<file path="src/rtl/uart_time_sender.sv">
// Renders a captured hh:mm:ss time as ASCII and feeds it byte by byte to a UART transmitter.
// Start pulse 3 clocks after a request; each byte waits for busy to rise and then fall; a missing busy rise aborts the frame.
module uart_time_sender #(
    parameter int BUSY_TIMEOUT = 16,
    parameter bit EOL_EN       = 1'b1
) (
    input  logic       clk,
    input  logic       reset,
    input  logic       i_send_req,
    input  logic [4:0] i_hour,
    input  logic [5:0] i_min,
    input  logic [5:0] i_sec,
    input  logic       i_tx_busy,
    output logic [7:0] o_tx_data,
    output logic       o_tx_start,
    output logic       o_busy,
    output logic       o_send_done,
    output logic       o_send_err
);

    typedef enum logic [2:0] {IDLE, LOAD, SEND, WAIT_BUSY, WAIT_IDLE} state_t;

    localparam int             TW       = (BUSY_TIMEOUT > 1) ? $clog2(BUSY_TIMEOUT) : 1;
    localparam logic [TW-1:0]  TMO_MAX  = TW'(BUSY_TIMEOUT - 1);
    localparam logic [3:0]     LAST_IDX = EOL_EN ? 4'd9 : 4'd7;

    state_t        state_q, state_d;
    logic [4:0]    hour_q, hour_d;
    logic [5:0]    min_q, min_d;
    logic [5:0]    sec_q, sec_d;
    logic [3:0]    idx_q, idx_d;
    logic [TW-1:0] tmo_q, tmo_d;
    logic [7:0]    tx_data_q, tx_data_d;
    logic          tx_start_q, tx_start_d;
    logic          done_q, done_d;
    logic          err_q, err_d;
    logic [7:0]    cur_byte;

    function automatic logic [7:0] tens(input logic [5:0] v);
        return 8'h30 + 8'(v / 6'd10);
    endfunction

    function automatic logic [7:0] units(input logic [5:0] v);
        return 8'h30 + 8'(v % 6'd10);
    endfunction

    always_comb begin
        cur_byte = 8'h00;
        case (idx_q)
            4'd0: cur_byte = tens({1'b0, hour_q});
            4'd1: cur_byte = units({1'b0, hour_q});
            4'd2: cur_byte = 8'h3A;
            4'd3: cur_byte = tens(min_q);
            4'd4: cur_byte = units(min_q);
            4'd5: cur_byte = 8'h3A;
            4'd6: cur_byte = tens(sec_q);
            4'd7: cur_byte = units(sec_q);
            4'd8: cur_byte = 8'h0D;
            4'd9: cur_byte = 8'h0A;
            default: cur_byte = 8'h00;
        endcase
    end

    always_ff @(posedge clk or posedge reset) begin
        if (reset) begin
            state_q <= IDLE;
        end else begin
            state_q <= state_d;
        end
    end

    always_comb begin
        state_d = state_q;
        case (state_q)
            IDLE:      if (i_send_req) state_d = LOAD;
            LOAD:      state_d = SEND;
            SEND:      if (!i_tx_busy) state_d = WAIT_BUSY;
            WAIT_BUSY: begin
                if (i_tx_busy)              state_d = WAIT_IDLE;
                else if (tmo_q == TMO_MAX)  state_d = IDLE;
            end
            WAIT_IDLE: begin
                if (!i_tx_busy) state_d = (idx_q == LAST_IDX) ? IDLE : SEND;
            end
            default:   state_d = IDLE;
        endcase
    end

    // Outputs are registered, so every pulse lands one cycle after the decision.
    always_comb begin
        hour_d     = hour_q;
        min_d      = min_q;
        sec_d      = sec_q;
        idx_d      = idx_q;
        tmo_d      = tmo_q;
        tx_data_d  = tx_data_q;
        tx_start_d = 1'b0;
        done_d     = 1'b0;
        err_d      = 1'b0;
        case (state_q)
            LOAD: begin
                hour_d = i_hour;
                min_d  = i_min;
                sec_d  = i_sec;
                idx_d  = 4'd0;
                tmo_d  = '0;
            end
            SEND: begin
                if (!i_tx_busy) begin
                    tx_start_d = 1'b1;
                    tx_data_d  = cur_byte;
                    tmo_d      = '0;
                end
            end
            WAIT_BUSY: begin
                if (i_tx_busy)             tmo_d = '0;
                else if (tmo_q == TMO_MAX) err_d = 1'b1;
                else                       tmo_d = tmo_q + 1'b1;
            end
            WAIT_IDLE: begin
                if (!i_tx_busy) begin
                    if (idx_q == LAST_IDX) done_d = 1'b1;
                    else                   idx_d  = idx_q + 4'd1;
                end
            end
            default: ;
        endcase
    end

    always_ff @(posedge clk or posedge reset) begin
        if (reset) begin
            hour_q     <= '0;
            min_q      <= '0;
            sec_q      <= '0;
            idx_q      <= '0;
            tmo_q      <= '0;
            tx_data_q  <= 8'h00;
            tx_start_q <= 1'b0;
            done_q     <= 1'b0;
            err_q      <= 1'b0;
        end else begin
            hour_q     <= hour_d;
            min_q      <= min_d;
            sec_q      <= sec_d;
            idx_q      <= idx_d;
            tmo_q      <= tmo_d;
            tx_data_q  <= tx_data_d;
            tx_start_q <= tx_start_d;
            done_q     <= done_d;
            err_q      <= err_d;
        end
    end

    assign o_tx_data   = tx_data_q;
    assign o_tx_start  = tx_start_q;
    assign o_send_done = done_q;
    assign o_send_err  = err_q;
    assign o_busy      = (state_q != IDLE);

endmodule

</file>
<file path="config.mk">
export PLATFORM = sky130hd
export DESIGN_NAME = uart_time_sender
export DESIGN_NICKNAME = d
export VERILOG_FILES = /design/src/rtl/uart_time_sender.sv
export SDC_FILE = /design/constraint.sdc
export NUM_CORES = 1
export LEC_CHECK = 0
export CAP_MARGIN = 20
export CORE_MARGIN = 1.5
export CORE_UTILIZATION = 60
export CTS_BUF_LIST = sky130_fd_sc_hd__clkbuf_8
export DETAILED_ROUTE_END_ITERATION = 6
export MAX_ROUTING_LAYER = met4
export PLACE_DENSITY_LB_ADDON = 0.2
export SETUP_SLACK_MARGIN = 0.1
export SYNTH_ARGS = -nofsm -noshare
export SYNTH_HDL_FRONTEND = slang
export SYNTH_SLANG_ARGS = --single-unit
</file>
<file path="constraint.sdc">
create_clock -name clk -period 3.6 [get_ports clk]
set_clock_uncertainty 0.15 [all_clocks]
set_input_delay 0.36 -clock clk [delete_from_list [all_inputs] [get_ports clk]]
set_output_delay 0.36 -clock clk [all_outputs]
set_load 0.01 [all_outputs]
</file>
==> results.toml <==
[status]
status = "completed"

[synthesis]
synthCells = 357
synth-edff-count = 0
yosys-top-cells-area = "dfrtp_1 34%, nand2_1 5.6%, o21ai_0 5.0%"
synthFlopType = "dfrtp_1"
yosys.cell_types.count = 60
yosysSeqAreaShare = 0.336
synth.top_cell.area_share = 0.336
async_reset_ff_frac = 1.00
avgSynthCellArea_um2 = 8.13
yosysTopAreaCell = "dfrtp_1"
yosysWarnings = 0
synth_nets = 389
syn_area_um2 = 2900
synth-seq-cells = 39

[pwr]
p_clk_frac = 0.134
internal-power_mw = 1.52
switchingPower_mw = 1.30
power_leakage_nw = 1.33
power_frac_comb = 0.533
p_seq_frac = 0.332
switching_share = 0.460
ir_drop_mv = 0.424
power_density_nw_per_um2 = 851

[detailed_routing]
drtPass1Iterations = 4
drtIter0Drc = 192
routed_wl_um = 6690
drc = 0
antenna_left = 0
viasPerCell = 6.20
vias = 2649
wire_per_inst_um = 15.7

[sta]
fin_crit_ps = 2710
slew_headroom = 0.528
rsz0062_at_grt = "no"
hold_violations = 0
fin_tns_setup_ps = 0
worst_pin_slew_ps = 699
slew_viol_final = 0
fin_crit_sh = 0.753
clock.fmax_mhz = 369
setup_viol = 0

[setup_path]
timing.critical_path.to_type = "register"
crit_path_max_incr_delay_ps = 630
slowest_stage = "dfrtp_1"
path_max_fanout = 16
crit_arrival_ps = 2760
crit_type = "reg -> reg"
start_kind = "register"
cp.required_ps = 3650
path_cells = "nor2b_1, a311oi_1, ha_1, maj3_1, nand2_1, nand4_1, and3_1, a221o_1"

[placed_design]
routabilityCongestion = 0.963
post-dp-hpwl_um = 4620
portBuffers = 32
place_area_um2 = 3200

[clocking]
clk_path_buf_depth = 2
htreeDepth = 2
cts_tree = "yes"
clk-insertion-delay-late_ps = 310
cts_hold_buffers = 0
cts-root-buf = "clkbuf_8"
cts_setup_buffers = 0
cts_buffers = 5
clk_pin_slew_ps = 90
post_cts_resized = 0
cts_sinks = 39

[layout]
syn2layout_area_growth_pct = 14.0
num_antenna_cells = 0
layout_commonest_cell = "nand2_1"
final_nets = 404
final-seq-area_um2 = 976
layout_common_cells = "43 x nand2_1, 39 x dfrtp_1, 33 x nor2_1"
final_layout_size_suffix_gt1_frac = 0.0777
fin_area_um2 = 3310
multiInputGateArea_um2 = 1770
n_fill_cell = 390

[global_routing]
grt_pass1_vias = 2459
grt_max_degree = 40
antenna_found_initial = 0
grt_overflow = 0
grt_pass1_wl_um = 11100
track_usage = 0.273

[die]
start_util = 0.619
rows = 25
die_h_um = 72.6
core_um2 = 4690
die_w_um = 72.6
pin_count = 33
dieArea_um2 = 5270

[job]
maxCapViolations = 0

[min_path]
hold_path_class = "in -> async"
-- layout make-up --
class | instances | share of cell area
Clock inverter | 3 | 0.0132
Multi-Input combinational cell | 278 | 0.533
Inverter | 14 | 0.0159
Tap cell | 54 | 0.0204
Clock buffer | 5 | 0.0208
Sequential cell | 39 | 0.295
Timing Repair Buffer | 34 | 0.101
-- metal layers --
layer	part of all wire	track usage	vias up
met5	0	-	-
met4	0.018	0.0922	0
met3	0.054	0.0608	14
met2	0.48	0.424	78
met1	0.45	0.354	1247
li1	-	-	1310
-- cell families (layout without fill, tap and decap cells) --
kind of cell               Yosys count  after routing  share of synthesized area
xor gates and xnor gates             8              8                     0.0241
DFF                                 39             39                      0.336
buffers and inverters               40             56                     0.0582
AOI/OAI and AO/OA                  107            107                      0.243
muxes                               15             15                     0.0569
and+or+nand+nor                    136            136                      0.231
adders and majority gates           12             12                     0.0508
-- worst max-delay path, delay by kind of cell (launching register included) --
| kind | cells | cell delay [ps] |
|---|---|---|
| AND/OR/NAND/NOR | 4 | 750 |
| flip-flops | 1 | 630 |
| adder cells (fa/ha/maj) | 2 | 580 |
| AO/OA/AOI/OAI | 2 | 500 |
-- flip-flops by register name, indices dropped and copies added, names as in the netlist, 3 cells and up --
register   cells
hour_q         5
idx_q          4
min_q          6
o_tx_data      8
sec_q          6
state_q        3
tmo_q          4
-- synth_stat cells, types with 4 or more instances --
| cell | count |
|---|---|
| nor2b_1 | 11 |
| and3_1 | 4 |
| o31ai_1 | 4 |
| xnor2_1 | 4 |
| nand3_1 | 7 |
| a22oi_1 | 4 |
| dfrtp_1 | 39 |
| nand2b_1 | 9 |
| o22ai_1 | 5 |
| clkbuf_1 | 20 |
| nand2_1 | 43 |
| o211ai_1 | 8 |
| ha_1 | 11 |
| inv_1 | 14 |
| a21oi_1 | 25 |
| nor3_1 | 9 |
| and2_1 | 5 |
| a31oi_1 | 5 |
| o21ai_0 | 29 |
| nor2_1 | 33 |
| mux2_2 | 12 |
| xor2_1 | 4 |
-- power groups by stage --
stage	clock [mW]	sequential, mW	combinational [mW]
floorplan	0	0.720	1.34
global placement	0	0.914	1.45
detailed placement	0	0.925	1.48
CTS	0.384	0.922	1.49
global route	0.401	0.974	1.67
finish	0.379	0.935	1.50
-- final timing paths --
path                                           from                       end  slack (ps)  depth (start not counted)
max in group asynchronous                     reset     hour_q[1]$_DFFE_PP0N_        2620                          3
setup reg to reg               min_q[5]$_DFFE_PP0N_  o_tx_data[5]$_DFFE_PP0P_         890                          8
min in group clk           o_tx_data[4]$_DFFE_PP0P_  o_tx_data[4]$_DFFE_PP0P_         360                          2
setup / recovery               min_q[5]$_DFFE_PP0N_  o_tx_data[5]$_DFFE_PP0P_         890                          8
hold reg to reg            o_tx_data[4]$_DFFE_PP0P_  o_tx_data[4]$_DFFE_PP0P_         360                          2
hold / removal                                reset      sec_q[3]$_DFFE_PP0N_         310                          3
-- through the flow --
| step | hold slack [ps] | util | std cells | setup slack [ps] | total power [mW] |
|---|---|---|---|---|---|
| 2_1_floorplan | 327 | - | 357 | 1140 | 2.06 |
| 3_3_place_gp | 333 | 0.681 | 419 | 1020 | 2.36 |
| 3_5_place_dp | 329 | 0.681 | 419 | 929 | 2.40 |
| 4_1_cts | 342 | 0.705 | 427 | 933 | 2.80 |
| 5_1_grt | 378 | 0.705 | 427 | 723 | 3.04 |
| 6_report | 313 | 0.705 | 427 | 890 | 2.82 |
Note: power is estimated with default switching activity, not from simulation.
